===== src/rtl/seg_pkg.sv =====
// Shared constants and types for the seg_bcd_conv display-formatting stage.
package seg_pkg;

    localparam logic [1:0] MODE_HEX  = 2'd0;
    localparam logic [1:0] MODE_UDEC = 2'd1;
    localparam logic [1:0] MODE_SDEC = 2'd2;

    localparam int unsigned DIGITS_DEF = 8;
    localparam int unsigned BCD_W_DEF  = 40;

    localparam logic [4*DIGITS_DEF-1:0] SAT_DATA = {DIGITS_DEF{4'h9}};

    typedef enum logic [1:0] {
        StIdle = 2'd0,
        StConv = 2'd1,
        StFin  = 2'd2
    } state_e;

    // Mode 3 is reserved and falls back to hex along with MODE_HEX.
    function automatic logic is_dec(input logic [1:0] mode);
        return (mode == MODE_UDEC) || (mode == MODE_SDEC);
    endfunction

endpackage


===== src/rtl/bcd_digit_adj.sv =====
// Double-dabble digit correction: add 3 to a BCD digit that is 5 or more.
module bcd_digit_adj (
    input  logic [3:0] i_digit,
    output logic [3:0] o_digit
);

    assign o_digit = (i_digit >= 4'd5) ? (i_digit + 4'd3) : i_digit;

endmodule


===== src/rtl/seg_bcd_conv.sv =====
// Converts a 32-bit value to hex or (signed) decimal BCD nibbles for scan_seg,
// using one double-dabble iteration per clock; outputs hold between conversions.
module seg_bcd_conv
    import seg_pkg::*;
#(
    parameter int unsigned IN_W   = 32,
    parameter int unsigned DIGITS = DIGITS_DEF,
    parameter int unsigned BCD_W  = BCD_W_DEF
) (
    input  logic                  clk,
    input  logic                  rst,
    input  logic [IN_W-1:0]       in_value,
    input  logic [1:0]            in_mode,
    input  logic                  in_valid,
    output logic                  in_ready,
    output logic [4*DIGITS-1:0]   seg_data,
    output logic                  seg_neg,
    output logic                  seg_ovf,
    output logic                  done,
    output logic                  busy
);

    localparam int unsigned      CNT_W    = $clog2(IN_W + 1);
    localparam logic [CNT_W-1:0] CNT_LAST = CNT_W'(IN_W - 1);

    state_e                r_state, w_state_next;
    logic [1:0]            r_mode, w_mode_next;
    logic [IN_W-1:0]       r_operand, w_operand_next;
    logic [BCD_W-1:0]      r_bcd, w_bcd_next;
    logic [CNT_W-1:0]      r_cnt, w_cnt_next;
    logic                  r_neg, w_neg_next;
    logic                  r_zero, w_zero_next;
    logic [4*DIGITS-1:0]   r_seg_data, w_seg_data_next;
    logic                  r_seg_neg, w_seg_neg_next;
    logic                  r_seg_ovf, w_seg_ovf_next;
    logic                  r_done, w_done_next;

    logic [IN_W-1:0]       w_mag;
    logic [BCD_W-1:0]      w_bcd_adj;
    logic [BCD_W+IN_W-1:0] w_shift;

    for (genvar g = 0; g < BCD_W / 4; g++) begin : g_adj
        bcd_digit_adj u_adj (
            .i_digit (r_bcd[4*g +: 4]),
            .o_digit (w_bcd_adj[4*g +: 4])
        );
    end

    assign w_shift = {w_bcd_adj, r_operand} << 1;
    assign w_mag   = in_value[IN_W-1] ? (~in_value + IN_W'(1)) : in_value;

    always_comb begin
        w_state_next    = r_state;
        w_mode_next     = r_mode;
        w_operand_next  = r_operand;
        w_bcd_next      = r_bcd;
        w_cnt_next      = r_cnt;
        w_neg_next      = r_neg;
        w_zero_next     = r_zero;
        w_seg_data_next = r_seg_data;
        w_seg_neg_next  = r_seg_neg;
        w_seg_ovf_next  = r_seg_ovf;
        w_done_next     = 1'b0;

        unique case (r_state)
            StIdle: begin
                if (in_valid) begin
                    w_mode_next = in_mode;
                    w_bcd_next  = '0;
                    w_cnt_next  = '0;
                    w_zero_next = (in_value == '0);
                    if (in_mode == MODE_SDEC) begin
                        w_operand_next = w_mag;
                        w_neg_next     = in_value[IN_W-1];
                    end else begin
                        w_operand_next = in_value;
                        w_neg_next     = 1'b0;
                    end
                    w_state_next = is_dec(in_mode) ? StConv : StFin;
                end
            end
            StConv: begin
                w_bcd_next     = w_shift[BCD_W+IN_W-1:IN_W];
                w_operand_next = w_shift[IN_W-1:0];
                w_cnt_next     = r_cnt + 1'b1;
                if (r_cnt == CNT_LAST) begin
                    w_state_next = StFin;
                end
            end
            StFin: begin
                if (!is_dec(r_mode)) begin
                    w_seg_data_next = r_operand[4*DIGITS-1:0];
                    w_seg_ovf_next  = 1'b0;
                end else if (r_bcd[BCD_W-1:4*DIGITS] != '0) begin
                    w_seg_data_next = SAT_DATA;
                    w_seg_ovf_next  = 1'b1;
                end else begin
                    w_seg_data_next = r_bcd[4*DIGITS-1:0];
                    w_seg_ovf_next  = 1'b0;
                end
                // A zero magnitude never shows a minus sign.
                w_seg_neg_next = r_neg & ~r_zero;
                w_done_next    = 1'b1;
                w_state_next   = StIdle;
            end
            default: w_state_next = StIdle;
        endcase
    end

    always_ff @(posedge clk) begin
        if (rst) begin
            r_state    <= StIdle;
            r_mode     <= MODE_HEX;
            r_operand  <= '0;
            r_bcd      <= '0;
            r_cnt      <= '0;
            r_neg      <= 1'b0;
            r_zero     <= 1'b0;
            r_seg_data <= '0;
            r_seg_neg  <= 1'b0;
            r_seg_ovf  <= 1'b0;
            r_done     <= 1'b0;
        end else begin
            r_state    <= w_state_next;
            r_mode     <= w_mode_next;
            r_operand  <= w_operand_next;
            r_bcd      <= w_bcd_next;
            r_cnt      <= w_cnt_next;
            r_neg      <= w_neg_next;
            r_zero     <= w_zero_next;
            r_seg_data <= w_seg_data_next;
            r_seg_neg  <= w_seg_neg_next;
            r_seg_ovf  <= w_seg_ovf_next;
            r_done     <= w_done_next;
        end
    end

    assign in_ready = (r_state == StIdle);
    assign busy     = (r_state != StIdle);
    assign seg_data = r_seg_data;
    assign seg_neg  = r_seg_neg;
    assign seg_ovf  = r_seg_ovf;
    assign done     = r_done;

endmodule


===== config.mk =====
export PLATFORM = sky130hd
export DESIGN_NAME = seg_bcd_conv
export DESIGN_NICKNAME = d
export VERILOG_FILES = /design/src/rtl/seg_pkg.sv /design/src/rtl/bcd_digit_adj.sv /design/src/rtl/seg_bcd_conv.sv
export SDC_FILE = /design/constraint.sdc
export NUM_CORES = 1
export LEC_CHECK = 0
export CAP_MARGIN = 15
export CORE_ASPECT_RATIO = 1.5
export CORE_UTILIZATION = 56
export DETAILED_ROUTE_END_ITERATION = 10
export GPL_TIMING_DRIVEN = 0
export HOLD_SLACK_MARGIN = 0.12
export PLACE_DENSITY = 0.86
export SYNTH_ARGS = -nofsm -noshare
export SYNTH_HDL_FRONTEND = slang
export SYNTH_SLANG_ARGS = --single-unit
export TNS_END_PERCENT = 100

===== constraint.sdc =====
create_clock -name clk -period 2.5 [get_ports clk]
set_input_delay 0.375 -clock clk [delete_from_list [all_inputs] [get_ports clk]]
set_output_delay 0.375 -clock clk [all_outputs]
set_load 0.05 [all_outputs]

==> results of run 1 <==
## how the worst min path moves through the flow
stage / cells after the start / to / slack [ps]
after floorplan: 2 / r_zero / 430
after global placement: 2 / r_zero / 440
after detailed placement: 2 / seg_data[16] / 440
after CTS: 2 / seg_data[31] / 450
after global routing: 2 / seg_data[16] / 480
final: 2 / seg_data[12] / 450
## worst max-delay path: cells and delay by family, from the launching register on
| kind | cells | cell delay, ps |
|---|---|---|
| buf+inv | 2 | 1070 |
| flops | 1 | 300 |
| simple gates | 1 | 250 |
## through the flow
step,setup slack (ps),std cells
finish,96.0,992
global route,-2.26,992
detailed placement,-665,955
floorplan,454,738
CTS,-5.44,987
global placement,-574,955
## layer usage
| metal | GRT usage, % | vias to the layer above |
|---|---|---|
| met5 | 0 | - |
| met4 | 26.2 | 0 |
| met3 | 8.22 | 89 |
| met2 | 62.5 | 398 |
| met1 | 41.8 | 2968 |
| li1 | - | 2905 |
## synth_stat cells (all sizes together) (10+ instances only)
| master | n | area (µm²) |
|---|---|---|
| a21o | 10 | 75.1 |
| xnor2 | 25 | 219 |
| nor3 | 33 | 165 |
| a22oi | 26 | 195 |
| o221ai | 16 | 140 |
| nor2 | 93 | 349 |
| nand3 | 20 | 100 |
| o22ai | 10 | 62.6 |
| nand2 | 55 | 206 |
| xor2 | 23 | 201 |
| nand2b | 13 | 81.3 |
| dfxtp | 119 | 2380 |
| a221oi | 16 | 140 |
| ha | 25 | 313 |
| a21oi | 50 | 250 |
| clkbuf | 48 | 180 |
| a222oi | 10 | 100 |
| inv | 26 | 97.6 |
| o21ai | 29 | 145 |
## final cells by class
type	instances	share of cell area (%)
Tap cell	144	2.32
Clock inverter	13	2.32
Inverter	26	1.26
Timing Repair Buffer	79	9.97
Multi-Input combinational cell	539	45.0
Clock buffer	18	5.65
Sequential cell	119	30.7
Buffer	54	2.75
## cells in the final DEF, fill, tap and decap left out, types with 13 or more instances in the layout
cell and count:
a21oi_1 50, nand2b_1 13, nand2_1 55, clkbuf_16 17
xnor2_1 25, dfxtp_1 119, nor2_1 93, o21ai_0 29
nand3_1 18, nor3_1 33, xor2_1 22, clkbuf_1 45
ha_1 25, o221ai_1 16, inv_1 26, a22oi_1 26
clkdlybuf4s50_1 72, a221oi_1 16
## kinds of logic after synthesis
group           Yosys count  share of synthesized area (%)
xor+xnor                 48                           6.86
mux                       3                          0.511
simple gates            250                           19.0
flops                   119                           38.9
compound gates          213                           24.6
fa+ha+maj                25                           5.11
buf+inv                  80                           4.96
## sequential cells by signal (all words and copies together) (netlist names)
name,cells
seg_data,32
r_bcd,40
r_cnt,6
done,1
r_mode,2
r_state,2
r_operand,32
seg_neg,1
seg_ovf,1
r_zero,1
r_neg,1
## power by group through the flow
stage	registers [mW]	clock network, mW	logic (mW)
after CTS	2.05	2.57	0.772
after global routing	2.06	2.67	0.843
after detailed placement	2.09	0	0.759
final	2.06	2.57	0.798
after global placement	2.09	0	0.745
after floorplan	2.14	0	0.381
## timing repair
action	4_1_cts	5_1_grt
setup endpoints to repair	20	33
resized for setup	7	14
gates cloned	0	0
setup buffers	1	5
pin swaps	2	1
hold buffers	0	0
==> results_dict.tcl, run 1 <==
set metrics [dict create \
    final_nets 898 \
    cts_root_buf "clkbuf_16" \
    drv_cap 0 \
    hold_viol 0 \
    grt_pass1_vias 6216 \
    drive_gt1_share_pct 7.08 \
    met2RoutedLength_um 10100 \
    cp-end-kind "primary output" \
    critPathRequiredTime_ps 2120 \
    start_kind "flop" \
    p_comb_share_pct 14.7 \
    diodes 0 \
    pwr-share-clk_pct 47.4 \
    syn_nets 800 \
    cp.arrival_ps 2030 \
    hold_slack_ps 452 \
    period_minus_slack_ps 2400 \
    slew_viol_final 0 \
    worstSetupPathType "flop to primary output" \
    seq_area_um2 2380 \
    placed_area_um2 7040 \
    slew_headroom_pct 35.0 \
    multi_input_area_um2 3500 \
    rrSetupSlack_ps 200 \
    p_sw_mw 1.52 \
    wl_um 20500 \
    cts.htree.levels 4 \
    crit_path_cell_trace "clkbuf_1, nor2_1, clkdlybuf4s50_1" \
    path_max_fanout 10 \
    wl_met3_um 1990 \
    n_fill_cell 828 \
    clock_skew_ps 9.52 \
    crit_start "r_state[1]" \
    numCtsBuffers 17 \
    p_per_area_nw_per_um2 699 \
    row_count 46 \
    dr_total_vias 6360 \
    die-area_um2 11400 \
    dpl.hpwl_um 14700 \
    insertion_delay_ps 420 \
    r2r-end "r_bcd[5]" \
    io_pins 74 \
    p_leak_nw 2.72 \
    grt_start_max_net_pins 17 \
    outcome "complete, no violations" \
    drt_iter0_drc 623 \
    ys_ff_latch 119 \
    wl_per_cell_um 20.6 \
    async_flop_share_pct 0 \
    rsz0062_at_grt "true" \
    total_power_mw 5.43 \
    rr_startpoint "r_state[1]" \
    irDropWorstVdd_mv 0.597 \
    hp-class "flop to flop" \
    grt_overflow 0 \
    seqPwrFrac_pct 37.9 \
    coreArea_um2 10600 \
    clock_path_buffers 2 \
    die_x_um 87.4 \
    fin_util_pct 73.3 \
    grt_pass1_wl_um 31700 \
    cts.sinks 119 \
    synth_top_flop_cell "dfxtp_1" \
    firstDrtPassIters 6 \
    worst_path_max_delay_cell "clkdlybuf4s50_1" \
    fin_tns_setup_ps 0 \
    switching_share_pct 27.9 \
    synthCells 738 \
    final_area_um2 7770 \
    worst_pin_slew_ps 973 \
    port_buffers 73 \
    clkSlewWorstSetupHoldPaths_ps 60 \
    ys_warn_count 0 \
    post-route-period-util_pct 96.2 \
    cts_tree "yes" \
    top_layer "met4" \
    grt_usage_pct 37.4 \
    slowest_delay_ps 840 \
    worstSetupEndpoint "in_ready" \
    initial_core_util_pct 57.8 \
    fmax_mhz 416 \
    vias_per_cell 6.41 \
    synth.yosys.seq_area_share_pct 38.9 \
    hp-start "seg_data[12]" \
    antenna_found_initial 0 \
    ant_nets 0 \
    syn_to_final_growth_pct 26.8 \
    avgSynthCellArea_um2 8.30 \
    reg2reg_depth 6 \
    drc 0 \
    intPower_mw 3.91 \
    place_congestion 0.910 \
    syn-cell-area_um2 6120 \
    synth_cell_types 48 \
    met1_length_um 7200 \
    synth_edf_count 0 \
    setup_viol 0 \
    die_h_um 130 \
]
No activity file was read; power rests on OpenSTA's default activity.
==> inputs of run 2 (changes only) <==
--- a/config.mk
+++ b/config.mk
@@ -12,6 +12,7 @@
 export GPL_TIMING_DRIVEN = 0
 export HOLD_SLACK_MARGIN = 0.12
 export PLACE_DENSITY = 0.86
+export RECOVER_POWER = 50
 export SYNTH_ARGS = -nofsm -noshare
 export SYNTH_HDL_FRONTEND = slang
 export SYNTH_SLANG_ARGS = --single-unit
==> run 2 against run 1 <==
- setup slack improved by 5.4 ps
- non-clock buffer count unchanged
- die area unchanged
- clock power about the same
- final cell count unchanged
- core utilization stayed put
- register-to-register slack about the same
- hold slack got worse by 2.0 ps
- via count fell by 0.11%
- sequential share of layout area stayed put
- combinational power down 1%
- critical endpoint unchanged
==> results_dict.tcl, run 2 (synthesized netlist as in run 1, its figures left out) <==
set metrics [dict create \
    final_common_cell "dfxtp_1" \
    p_sw_mw 1.52 \
    start_kind "flop" \
    cts.sinks 119 \
    rsz0062_at_grt "true" \
    place_congestion 0.910 \
    dpl.hpwl_um 14700 \
    n_fill_cell 828 \
    dp_worst_setup_slack_ps -665 \
    cp.arrival_ps 2020 \
    initial_core_util_pct 57.8 \
    grt_pass1_vias 6216 \
    coreArea_um2 10600 \
    p_per_area_nw_per_um2 699 \
    hp-class "flop to flop" \
    drc 0 \
    syn_to_final_growth_pct 26.8 \
    die_x_um 87.4 \
    drv_cap 0 \
    wl_per_cell_um 20.7 \
    crit_start "r_state[1]" \
    seqPwrFrac_pct 37.9 \
    seq_area_um2 2380 \
    pwr-share-clk_pct 47.6 \
    hp-start "seg_data[31]" \
    row_count 46 \
    irDropWorstVdd_mv 0.593 \
    drt_iter0_drc 702 \
    switching_share_pct 28.1 \
    wl_um 20500 \
    die-area_um2 11400 \
    outcome "complete, no violations" \
    final.setup.worst_slack_ps 101 \
    hold_viol 0 \
    largest_register "r_bcd" \
    cts_root_buf "clkbuf_16" \
    grt_usage_pct 37.4 \
    diodes 0 \
    p_comb_share_pct 14.5 \
    worst_pin_slew_ps 967 \
    post-route-period-util_pct 95.9 \
    worstSetupPathType "flop to primary output" \
    p_leak_nw 2.84 \
    fin_util_pct 73.3 \
    total_power_mw 5.43 \
    placed_area_um2 7040 \
    dr_total_vias 6353 \
    rr_startpoint "r_state[1]" \
    firstDrtPassIters 8 \
    slew_viol_final 0 \
    intPower_mw 3.90 \
    final_nets 898 \
    grt_overflow 0 \
    drive_gt1_share_pct 7.08 \
    numCtsBuffers 17 \
    cp-end-kind "primary output" \
    worst_path_max_delay_cell "clkdlybuf4s50_1" \
    port_buffers 73 \
    crit_path_cell_trace "clkbuf_1, nor2_1, clkdlybuf4s50_1" \
    grt_pass1_wl_um 31700 \
    clkSlewWorstSetupHoldPaths_ps 60 \
    critPathRequiredTime_ps 2120 \
    mostFrequentLayoutCells "dfxtp_1 (119), nor2_1 (93), nand2_1 (55)" \
    setup_viol 0 \
    antenna_found_initial 0 \
    slowest_delay_ps 840 \
    slew_headroom_pct 35.4 \
    vias_per_cell 6.40 \
    fmax_mhz 417 \
    period_minus_slack_ps 2400 \
    die_h_um 130 \
    cts_tree "yes" \
    multi_input_area_um2 3500 \
    insertion_delay_ps 420 \
    path_max_fanout 10 \
    clock_path_buffers 2 \
    critPathBufInv 2 \
    io_pins 74 \
    clock_skew_ps 11.5 \
    largest_reg_flops 40 \
    grt_start_max_net_pins 17 \
    cp_top_family "buffers and inverters" \
    final_area_um2 7770 \
    ant_nets 0 \
    cts.htree.levels 4 \
]
## run 2: routing by layer
layer	global-route usage, %	wire length (µm)	vias up
met2	62.5	10100	381
met4	26.2	1130	0
met5	0	0	-
li1	-	-	2917
met3	8.22	1940	91
met1	41.8	7340	2964
## run 2: what timing repair did
| action | 4_1_cts | 5_1_grt |
|---|---|---|
| setup buffers | 1 | 5 |
| pin swaps | 2 | 1 |
| hold buffers | 0 | 0 |
| resized for setup | 7 | 14 |
| gates cloned | 0 | 0 |
| setup endpoints to repair | 20 | 33 |
## run 2: power groups by stage
stage | Sequential, mW | Clock, mW | Combinational [mW]
4_1_cts | 2.05 | 2.57 | 0.772
5_1_grt | 2.06 | 2.67 | 0.835
3_5_place_dp | 2.09 | 0 | 0.759
2_1_floorplan | 2.14 | 0 | 0.381
6_report | 2.06 | 2.58 | 0.789
3_3_place_gp | 2.09 | 0 | 0.745
## run 2: per-stage QoR
step / setup TNS, ps / cells / hold WS (ps)
global route: -4.40 / 992 / 473
global placement: -8070 / 955 / 438
CTS: -5.44 / 987 / 453
finish: 0 / 992 / 450
detailed placement: -9060 / 955 / 445
floorplan: 0 / 738 / 427
## run 2: final timing paths
check                           depth (start not counted)  slack (ps)           end
worst min register to register                          2         450  seg_data[31]
worst max-delay path                                    3         100      in_ready
worst max register to register                          6         210      r_bcd[5]
worst min-delay path                                    2         450  seg_data[31]
## run 2: area by class of cell
class,instances,area share [%]
multi-input combinational,539,45.0
sequential,119,30.7
timing repair buffer,79,9.97
clock buffer,18,5.65
buffer,54,2.75
clock inverter,13,2.32
tap,144,2.32
inverter,26,1.26
## run 2: tightest hold or removal path: cells and delay by family, from the launching register on
| kind | cells | cell delay [ps] |
|---|---|---|
| and+or+nand+nor | 1 | 50 |
| DFF | 1 | 300 |
| AOI/OAI and AO/OA | 1 | 50 |
==> inputs of run 3 (changes only) <==
--- a/config.mk
+++ b/config.mk
@@ -16,4 +16,3 @@
 export SYNTH_ARGS = -nofsm -noshare
 export SYNTH_HDL_FRONTEND = slang
 export SYNTH_SLANG_ARGS = --single-unit
-export TNS_END_PERCENT = 100
==> constraint.sdc (replaced) <==
create_clock -name clk -period 2.5 [get_ports clk]
set_input_delay 0.5 -clock clk [delete_from_list [all_inputs] [get_ports clk]]
set_output_delay 0.5 -clock clk [all_outputs]
set_load 0.05 [all_outputs]
==> run 3 against run 2 <==
- first-iteration DRC count decreased by 13%
- highest routed layer unchanged
- fmax decreased by 2.3%
- largest cell class unchanged
- critical endpoint is now r_operand[29]
- core utilization is 0.27 points higher
==> results_dict.tcl, run 3 (synthesized netlist as in run 1, its figures left out) <==
set metrics [dict create \
    p_leak_nw 2.85 \
    largest_register "r_bcd" \
    dr_total_vias 6356 \
    final.setup.worst_slack_ps 44.5 \
    port_buffers 73 \
    clkSlewWorstSetupHoldPaths_ps 60 \
    largest_reg_flops 40 \
    grt_overflow 0 \
    p_per_area_nw_per_um2 696 \
    irDropWorstVdd_mv 0.600 \
    grt_usage_pct 37.5 \
    mostFrequentLayoutCells "dfxtp_1 (119), nor2_1 (92), nand2_1 (55)" \
    path_max_fanout 8 \
    io_pins 74 \
    firstDrtPassIters 5 \
    initial_core_util_pct 57.8 \
    cts.sinks 119 \
    setup_viol 0 \
    row_count 46 \
    numCtsBuffers 17 \
    dpl.hpwl_um 14700 \
    die_x_um 87.4 \
    placed_area_um2 7040 \
    grt_pass1_wl_um 31900 \
    die-area_um2 11400 \
    cp-end-kind "flop" \
    worstSetupPathType "input pin to flop" \
    cp.arrival_ps 2730 \
    fin_util_pct 73.6 \
    worst_pin_slew_ps 1010 \
    cts_hold_buf 0 \
    slew_viol_final 0 \
    dp_worst_setup_slack_ps -790 \
    drv_cap 0 \
    diodes 0 \
    final_area_um2 7790 \
    hp-class "flop to flop" \
    total_power_mw 5.43 \
    vias_per_cell 6.42 \
    final_nets 896 \
    drc 0 \
    critPathRequiredTime_ps 2770 \
    cts_tree "yes" \
    slew_headroom_pct 32.7 \
    insertion_delay_ps 420 \
    cts.htree.levels 4 \
    drive_gt1_share_pct 7.45 \
    clock_skew_ps 5.82 \
    fmax_mhz 407 \
    hold_slack_ps 450 \
    drt_iter0_drc 613 \
    grt_start_max_net_pins 17 \
    die_h_um 130 \
    wl_per_cell_um 20.8 \
    clock_path_buffers 2 \
    syn_to_final_growth_pct 27.3 \
    hold_viol 0 \
    dp.cells 955 \
    cts_root_buf "clkbuf_16" \
    antenna_found_initial 0 \
    stdcell_count 990 \
    outcome "complete, no violations" \
    ant_nets 0 \
    place_congestion 0.910 \
    start_kind "input pin" \
    coreArea_um2 10600 \
    final_common_cell "dfxtp_1" \
    grt_pass1_vias 6243 \
    wl_um 20600 \
    period_minus_slack_ps 2460 \
    post-route-period-util_pct 98.2 \
    fin_tns_setup_ps 0 \
    n_fill_cell 833 \
    rsz0062_at_grt "true" \
]
-- run 3: cell types whose count changed in the layout (fill, tap and decap cells not counted), moves of 2 or more --
cell	before	now
buf_4	6	4
clkdlybuf4s50_1	36	33
dlymetal6s2s_1	0	2
o41ai_1	8	6
o41ai_2	0	2
-- run 3: worst paths after layout --
kind | slack [ps] | cells after the start | end | from
hold reg to reg | 450 | 2 | seg_data[31] | seg_data[31]
setup / recovery | 40 | 7 | r_operand[29] | in_value[23]
setup reg to reg | 190 | 6 | r_bcd[9] | r_state[1]
hold / removal | 450 | 2 | seg_data[31] | seg_data[31]
-- run 3: final cells by class --
cell class                 count  area (µm²)  area share (%)
buffer                        54         216            2.78
inverter                      26        97.6            1.25
clock inverter                13         180            2.31
clock buffer                  18         439            5.63
tap                          144         180            2.31
timing repair buffer          77         763            9.79
multi-input combinational    539        3540            45.4
sequential                   119        2380            30.6
-- run 3: worst max-delay path, cell delays in order --
cell	delay, ps
clkdlybuf4s50_1	450
or4_1	530
buf_2	200
or4_4	450
o41ai_4	230
xor2_1	250
o22ai_1	120
-- run 3: what timing repair did --
item                                    CTS  global route
endpoints found under the setup margin   27            33
endpoints found under the hold margin     0             0
setup buffers                             2             2
pin swaps                                 2             1
gates resized for setup                  11            21
-- run 3: power by group --
part | switching (mW) | internal [mW] | total (mW) | leakage [nW]
sequential | 0.0757 | 1.98 | 2.06 | 0.967
clock | 0.898 | 1.68 | 2.58 | 0.298
combinational | 0.551 | 0.244 | 0.795 | 1.58
total | 1.52 | 3.90 | 5.43 | 2.85
-- run 3: per-layer routing --
layer  up-vias  global-route usage, %  share of wire [%]
met1      2977                   41.9                 36
met4         0                   26.4                5.7
met2       386                   62.6                 49
li1       2901                      -                  -
met5         -                      0                  0
met3        92                   8.48                9.5
